### src/rtl/cpuDefine.sv
// Shared CPU types and immediate-field geometry used by both the decode-side
// immediate generator and the injection-path immediate packer.
package cpuDefine;

   typedef logic [31:0] Instr;
   typedef logic [31:0] DType;

   typedef enum logic [2:0] {
      IT_I8  = 3'd0,
      IT_I12 = 3'd1,
      IT_I14 = 3'd2,
      IT_I16 = 3'd3,
      IT_I20 = 3'd4,
      IT_I21 = 3'd5,
      IT_I26 = 3'd6
   } Itype;

   localparam int unsigned I8_LSB     = 10;
   localparam int unsigned I8_MSB     = 14;
   localparam int unsigned I12_LSB    = 10;
   localparam int unsigned I12_MSB    = 21;
   localparam int unsigned I14_LSB    = 10;
   localparam int unsigned I14_MSB    = 23;
   localparam int unsigned I16_LSB    = 10;
   localparam int unsigned I16_MSB    = 25;
   localparam int unsigned I20_LSB    = 5;
   localparam int unsigned I20_MSB    = 24;
   localparam int unsigned I21_LO_LSB = 0;
   localparam int unsigned I21_LO_MSB = 4;
   localparam int unsigned I26_LO_LSB = 0;
   localparam int unsigned I26_LO_MSB = 9;

   // Stage-1 payload: template plus the pre-computed field overlay.
   typedef struct packed {
      Instr tmpl;
      Instr mask;
      Instr bits;
      logic err;
   } s1_t;

   function automatic Instr field_mask(input int unsigned lsb, input int unsigned msb);
      return (32'hFFFF_FFFF >> (31 - msb)) & (32'hFFFF_FFFF << lsb);
   endfunction

   // True when every bit from 'top' upward equals the sign bit.
   function automatic logic fits_signed(input DType v, input int unsigned top);
      logic signed [31:0] s;
      s = $signed(v) >>> top;
      return (s == 32'sd0) || (s == -32'sd1);
   endfunction

   function automatic logic fits_unsigned(input DType v, input int unsigned top);
      return (v >> (top + 1)) == 32'd0;
   endfunction

endpackage

### src/rtl/imm_field_enc.sv
// Combinational map from immediate type/value to field mask, packed bits and range error.
// Zero latency; no flow control (pure function of its inputs).
module imm_field_enc
   import cpuDefine::*;
(
   input  Itype itype_i,
   input  logic unsign_i,
   input  DType imm_i,
   output Instr mask_o,
   output Instr bits_o,
   output logic err_o
);

   always_comb begin
      mask_o = '0;
      bits_o = '0;
      err_o  = 1'b1;
      case (itype_i)
         IT_I8: begin
            mask_o = field_mask(I8_LSB, I8_MSB);
            bits_o = DType'(imm_i[4:0]) << I8_LSB;
            err_o  = !fits_unsigned(imm_i, 4);
         end
         IT_I12: begin
            mask_o = field_mask(I12_LSB, I12_MSB);
            bits_o = DType'(imm_i[11:0]) << I12_LSB;
            err_o  = unsign_i ? !fits_unsigned(imm_i, 11) : !fits_signed(imm_i, 11);
         end
         IT_I14: begin
            mask_o = field_mask(I14_LSB, I14_MSB);
            bits_o = DType'(imm_i[15:2]) << I14_LSB;
            err_o  = !fits_signed(imm_i, 15) || (imm_i[1:0] != 2'b00);
         end
         IT_I16: begin
            mask_o = field_mask(I16_LSB, I16_MSB);
            bits_o = DType'(imm_i[17:2]) << I16_LSB;
            err_o  = !fits_signed(imm_i, 17) || (imm_i[1:0] != 2'b00);
         end
         IT_I20: begin
            mask_o = field_mask(I20_LSB, I20_MSB);
            bits_o = DType'(imm_i[31:12]) << I20_LSB;
            err_o  = (imm_i[11:0] != 12'd0);
         end
         IT_I21: begin
            // Split offset: low 16 bits share the I16 slot, high 5 bits sit at the bottom.
            mask_o = field_mask(I16_LSB, I16_MSB) | field_mask(I21_LO_LSB, I21_LO_MSB);
            bits_o = (DType'(imm_i[15:0]) << I16_LSB) | (DType'(imm_i[20:16]) << I21_LO_LSB);
            err_o  = !fits_signed(imm_i, 20);
         end
         IT_I26: begin
            mask_o = field_mask(I16_LSB, I16_MSB) | field_mask(I26_LO_LSB, I26_LO_MSB);
            bits_o = (DType'(imm_i[17:2]) << I16_LSB) | (DType'(imm_i[27:18]) << I26_LO_LSB);
            err_o  = !fits_signed(imm_i, 27) || (imm_i[1:0] != 2'b00);
         end
         default: begin
            mask_o = '0;
            bits_o = '0;
            err_o  = 1'b1;
         end
      endcase
   end

endmodule

### src/rtl/imm_packer.sv
// Packs an immediate into a LoongArch instruction template; 2-cycle latency, 1/cycle throughput.
// Valid/ready on both sides; in_ready follows out_ready combinationally, held output stays stable.
module imm_packer
   import cpuDefine::*;
#(
   parameter int ERR_CNT_W = 16
) (
   input  logic                 clk,
   input  logic                 rst_n,
   input  logic                 in_valid,
   output logic                 in_ready,
   input  Instr                 in_tmpl,
   input  Itype                 in_itype,
   input  logic                 in_unsign,
   input  DType                 in_imm,
   output logic                 out_valid,
   input  logic                 out_ready,
   output Instr                 out_instr,
   output logic                 out_err,
   input  logic                 flush,
   output logic [ERR_CNT_W-1:0] err_cnt,
   input  logic                 err_cnt_clr
);

   localparam logic [ERR_CNT_W-1:0] CNT_ONE = {{(ERR_CNT_W-1){1'b0}}, 1'b1};

   s1_t                  s1_q, s1_d;
   logic                 s1_vld_q, s1_vld_d;
   logic                 s2_vld_q, s2_vld_d;
   Instr                 s2_instr_q, s2_instr_d;
   logic                 s2_err_q, s2_err_d;
   logic [ERR_CNT_W-1:0] err_cnt_q, err_cnt_d;

   Instr enc_mask, enc_bits;
   logic enc_err;
   logic s2_load, accept;

   imm_field_enc u_enc (
      .itype_i  (in_itype),
      .unsign_i (in_unsign),
      .imm_i    (in_imm),
      .mask_o   (enc_mask),
      .bits_o   (enc_bits),
      .err_o    (enc_err)
   );

   always_comb begin
      s2_load  = !s2_vld_q || out_ready;
      in_ready = !flush && (!s1_vld_q || s2_load);
      accept   = in_valid && in_ready;

      s1_vld_d = flush ? 1'b0 : (in_ready ? in_valid : s1_vld_q);
      s1_d     = accept ? '{tmpl: in_tmpl, mask: enc_mask, bits: enc_bits, err: enc_err} : s1_q;

      s2_vld_d   = flush ? 1'b0 : (s2_load ? s1_vld_q : s2_vld_q);
      s2_instr_d = s2_instr_q;
      s2_err_d   = s2_err_q;
      if (s2_load && s1_vld_q) begin
         s2_instr_d = (s1_q.tmpl & ~s1_q.mask) | s1_q.bits;
         s2_err_d   = s1_q.err;
      end

      // Clear wins over a same-cycle increment.
      err_cnt_d = err_cnt_q;
      if (err_cnt_clr)
         err_cnt_d = '0;
      else if (s2_vld_q && out_ready && s2_err_q && (err_cnt_q != '1))
         err_cnt_d = err_cnt_q + CNT_ONE;
   end

   always_ff @(posedge clk or negedge rst_n) begin
      if (!rst_n) begin
         s1_q       <= '0;
         s1_vld_q   <= 1'b0;
         s2_vld_q   <= 1'b0;
         s2_instr_q <= '0;
         s2_err_q   <= 1'b0;
         err_cnt_q  <= '0;
      end else begin
         s1_q       <= s1_d;
         s1_vld_q   <= s1_vld_d;
         s2_vld_q   <= s2_vld_d;
         s2_instr_q <= s2_instr_d;
         s2_err_q   <= s2_err_d;
         err_cnt_q  <= err_cnt_d;
      end
   end

   assign out_valid = s2_vld_q;
   assign out_instr = s2_instr_q;
   assign out_err   = s2_err_q;
   assign err_cnt   = err_cnt_q;

endmodule
### config.mk
export PLATFORM = sky130hd
export DESIGN_NAME = imm_packer
export DESIGN_NICKNAME = d
export VERILOG_FILES = /design/src/rtl/cpuDefine.sv /design/src/rtl/imm_field_enc.sv /design/src/rtl/imm_packer.sv
export SDC_FILE = /design/constraint.sdc
export NUM_CORES = 1
export LEC_CHECK = 0
export ABC_AREA = 1
export CAP_MARGIN = 30
export CORE_MARGIN = 4
export CORE_UTILIZATION = 51
export DETAILED_ROUTE_END_ITERATION = 7
export PLACE_DENSITY = 0.9
export RECOVER_POWER = 25
export SLEW_MARGIN = 20
export SYNTH_ARGS = -nofsm -noshare
export SYNTH_HDL_FRONTEND = slang
export SYNTH_SLANG_ARGS = --single-unit
### constraint.sdc
create_clock -name clk -period 1.9 [get_ports clk]
set_input_delay 0.285 -clock clk [delete_from_list [all_inputs] [get_ports clk]]
set_output_delay 0.285 -clock clk [all_outputs]
set_load 0.01 [all_outputs]
Yosys cells after proc, flatten, opt, wreduce, memory -nomap -nowiden. Index checks and enable logic that the tools add are counted.

Input port bits: 74. Bits in registers: 148.

Multiplexer cells: 10. Eq/ne operators: 12. Bitwise gates (word level): 5. $add $sub $neg: 1. Reductions and logical operators: 39.

Operator list (count): case mux 26 bit (7 select lines) (2); zero test 32 bit (7); AND 32 bit (1); 2-to-1 mux 16 bit (2); NOT 32 bit (1); OR 32 bit (1); OR 26 x 10 -> 26 bit (1); OR 26 x 5 -> 26 bit (1); equality test 21 x 1 -> 1 bit (second input constant) (1); equality test 17 x 1 -> 1 bit (second input constant) (1); adder 16 x 1 -> 16 bit (second input constant) (1); != test 16 bit (second input constant) (1); equality test 15 x 1 -> 1 bit (second input constant) (1); equality test 12 x 1 -> 1 bit (second input constant) (1); nonzero test 12 bit (1); zero test 1 bit (10); logical OR 1 bit (10); equality test 3 bit (second input constant) (3); nonzero test 2 bit (4); case mux 1 bit (7 select lines) (1); equality test 3 x 2 -> 1 bit (second input constant) (2); logical AND 1 bit (6); equality test 5 x 1 -> 1 bit (second input constant) (1); 2-to-1 mux 1 bit (5); other kinds (2) (2).

Depth between registers and ports, before layout.
Depth after elaboration: 6. Depth in mapped cells: 10. Mapped depth without buffers: 10.

Cells and area by module. A second synthesis with hierarchy kept.

Cells, all modules: 997. Area total of the unflattened synthesis: 7668.6 um^2.

Modules (own cells, without submodules): imm_packer (instances 1, cells an instance 755, area an instance 6486.2 um^2, sequential area each 3703.6 um^2); imm_field_enc (instances 1, cells an instance 242, area an instance 1182.4 um^2, sequential area each 0.0 um^2).

Least setup slack after synthesis. No wires, ideal clock.

Path kind: register -> register. Start point: reg err_cnt_q[0] (netlist: err_cnt[0]). End point: reg err_cnt_q[10] (netlist: err_cnt[10]). Setup slack: 0.379 ns. Stages on the path, launching flop included: 8. Data arrival time: 1.401 ns. Data required time: 1.780 ns. Buffers on the path: 0. Cells stage by stage: dfrtp_1 -> ha_1 -> nand2_1 -> nor2_2 -> inv_1 -> nor3_2 -> nand2_1 -> and3_1.

Word-level cells in the longest chain between the ends: 3. Elaborated cells on any way between the ends: 6. Those cells by class: add/sub (1); eq/ne (1); mux (2); reduce/logical (2).

RTL lines: start, declared (line imm_packer.sv:32) `logic [ERR_CNT_W-1:0] err_cnt_q, err_cnt_d;`; start signal, assigned (line imm_packer.sv:85) `err_cnt_q <= err_cnt_d;`; adder 16 x 1 -> 16 bit / != test 16 bit (equally long branches) (line imm_packer.sv:68, imm_packer.sv:67); 2-to-1 mux 16 bit / logical AND 1 bit (equally long branches) (line imm_packer.sv:67) `else if (s2_vld_q && out_ready && s2_err_q && (err_cnt_q != '1))`; 2-to-1 mux 16 bit / nonzero test 2 bit (equally long branches).

Several ways; a longest one is shown, not always the timed one. The select of a mux whose other input is x is not followed. A chain may end at the register's enable or synchronous reset.

Final worst setup path.
Start point: reg err_cnt_q[3] (netlist: err_cnt[3]). End point: out err_cnt[3].

RTL lines: end, declared (line imm_packer.sv:21) `output logic [ERR_CNT_W-1:0] err_cnt,`.

No word-level cell between the ends.

==> impl_results.md <==
* Status: finished, final reports clean
* Worst hold-check slack at 0.4420 ns
* Worst Tran Pin Value at 1.165 ns
* Final GP Congestion at 0.9808
* Syn nets at 833
* Cell Area, Synth at 0.005779 mm²
* Die W at 114.5 µm
* Tot Pwr at 7724 µW
* Clock buffer depth at 2
* 1st-pass router iterations at 5
* Ys flop type: dfrtp_1
* Post-DP Area at 0.007400 mm²
* Post-CTS setup buffer count at 0
* CTS tree: yes
* Required time worst endpoint at 1.62 ns
* Buf/Inv on CP at 1
* CP cell instances: clkdlybuf4s50_1
* Worst Setup End Kind: primary output
* Antenna Nets Post-Route at 0
* P&R area growth vs syn at 38.90%
* WL/cell at 15.28 µm
* Final Max Tran Viols at 0
* Seq/Total Area, Yosys at 0.5066
* H-Tree Depth at 4
* Critical path arrival at 1.49 ns
* Post-route worst setup slack at 0.1257 ns
* Fin. Hold Viols at 0
* DRC viols at 0
* Detailed Place HPWL at 11,940 µm
* YS warnings at 0
* Die area at 0.01310 mm²
* # IOs at 125
* Initial Util at 0.5262
* Fin area at 0.008028 mm²
* First-pass GRT wire length at 26,500 µm
* FF+latch count, synth at 117
* CP top delay family: buffers and inverters
* Die height at 114.5 µm
* Antenna violations before repair at 0
* Maxcap violations at 0
* Unrepaired setup endpoints after global routing: no
* Synth Area in Simple Gates at 0.2425
* Post-route clock period utilization at 0.9338
* Vias in the first global route at 5,546
* Post-synth EDFFs at 0
* Clk_skew at 0.005842 ns
* Total gr overflow at 0
* ANT cells at 0
* Total wire length at 16,370 µm
* Max IR drop VDD at 0.6586 mV
* Clock transition at path regs at 0.05 ns
* Slowest-stage cell, CP: clkdlybuf4s50_1
* Yosys cell types at 33
* Clock root cell: clkbuf_16
* XOR/XNOR Fraction of Synth Area at 0.004546
* Post-Synth Adder-Cell Area at 0.002165
* Largest net degree at the start of global routing at 60
* Multiplexer area fraction after synthesis at 0
* Ys async rst share at 1.000
* Cts bufs inserted at 17
* GRT Total Usage at 0.2567
* Max Fanout on Critical Path at 8
* Slew headroom at 0.2233
* Pwr dens at 962.2 mW/mm²
* Max frequency at 563.6 MHz
* Port bufs at 124
* Layout Utilization at 0.7309
* Clock sinks at 117
* Largest family of logic cells by synthesized area: simple AND/OR/NAND/NOR gates
* CP max stage delay at 0.61 ns
* Startpoint Class: flip-flop
* Leak Pwr at 0.003751 µW
* Layout cell share with drive strength beyond 1 at 0.09774
* Mapped Avg Cell Area at 7.624 µm²
* Worst skew pair latency at 0.41 ns
* Commonest non-fill, non-tap cell in the layout: nand2_1
* Drt first-iter violations at 665
* Fin crit period at 1.774 ns
* Post-Place Setup Slack at -0.06380 ns
* Hold crit path type: primary input to flip-flop
* Post-Syn Instances at 758
* Final nets at 993
* Row cnt at 38
* Core ar. at 0.01098 mm²
* WS Path Type: flip-flop to primary output
* Commonest non-fill, non-tap cells in the layout: nand2_1, clkdlybuf4s50_1, dfrtp_1, inv_1, o21ai_0
* Area fraction in compound gates after synthesis at 0.1489
* Vias per cell at 5.330
* Final setup viols at 0
* Routed vias at 5,708
[sequential cells by signal (all words and copies together) (netlist names)]
name / count
s1_q: 66
out_instr: 32
err_cnt: 16
out_err: 1
out_valid: 1
s1_vld_q: 1
[worst paths after layout]
kind / from / end / slack (ns) / depth (start not counted)
hold reg to reg: out_instr[25] / out_instr[25] / 0.47 / 2
max in group asynchronous: rst_n / out_instr[18] / 0.32 / 3
setup / recovery: err_cnt[3] / err_cnt[3] / 0.13 / 1
hold / removal: in_tmpl[7] / s1_q[72] / 0.44 / 3
min in group asynchronous: rst_n / err_cnt[11] / 0.64 / 2
setup reg to reg: err_cnt[1] / err_cnt[9] / 0.21 / 10
[metrics by stage]
step                      instances  setup TNS, ns
after floorplan                 758              0
after global placement         1038       -0.06479
after detailed placement       1038        -0.1045
after CTS                      1071              0
after global routing           1071              0
final                          1071              0
[area by class of cell]
type / instances / area [µm²]
Clock inverter: 14 / 185.2
Inverter: 113 / 424.2
Multi-Input combinational cell: 503 / 2306
Timing Repair Buffer: 166 / 1580
Fill cell: 813 / 2955
Sequential cell: 117 / 2928
Clock buffer: 18 / 429.2
Tap cell: 140 / 175.2
[cells by family (layout without fill, tap and decap cells)]
logic type / after synthesis / count (layout)
and+or+nand+nor: 345 / 345
buffers and inverters: 138 / 311
DFF: 117 / 117
adders and majority gates: 1 / 1
AOI/OAI and AO/OA: 154 / 154
xor gates and xnor gates: 3 / 3
[routing by layer]
layer,vias to the layer above,routed length [µm],GRT usage
li1,2744,-,-
met1,2684,7016,0.3431
met2,229,7741,0.4071
met3,51,1055,0.05708
met4,0,554,0.1029
met5,-,0,0
[where the power goes]
part	switching, µW	internal, µW	total (µW)
Clock	1140	2180	3320
Combinational	725	678	1400
Sequential	170	2830	3000
[synth_stat cells, types with 4 or more instances]
library cell | number | area (µm²)
clkbuf_1 | 13 | 48.80
o21ai_1 | 5 | 25.02
nor2_1 | 67 | 251.5
nor3_1 | 8 | 40.04
inv_1 | 108 | 405.4
dfrtp_1 | 117 | 2928
buf_2 | 8 | 40.04
nand3_1 | 22 | 110.1
o21ai_0 | 104 | 520.5
nand2_1 | 229 | 859.6
a21oi_1 | 10 | 50.05
o31ai_1 | 4 | 30.03
nand4_1 | 8 | 50.05
inv_2 | 5 | 18.77
o22ai_1 | 14 | 87.58
o221ai_1 | 11 | 96.34
[what timing repair did]
action / in CTS / in global routing
hold buffers: 1 / 0
endpoints found under the setup margin: 1 / 1
endpoints found under the hold margin: 19 / 0
gates resized for setup: 1 / 1
(Power assumes the default switching activity.)
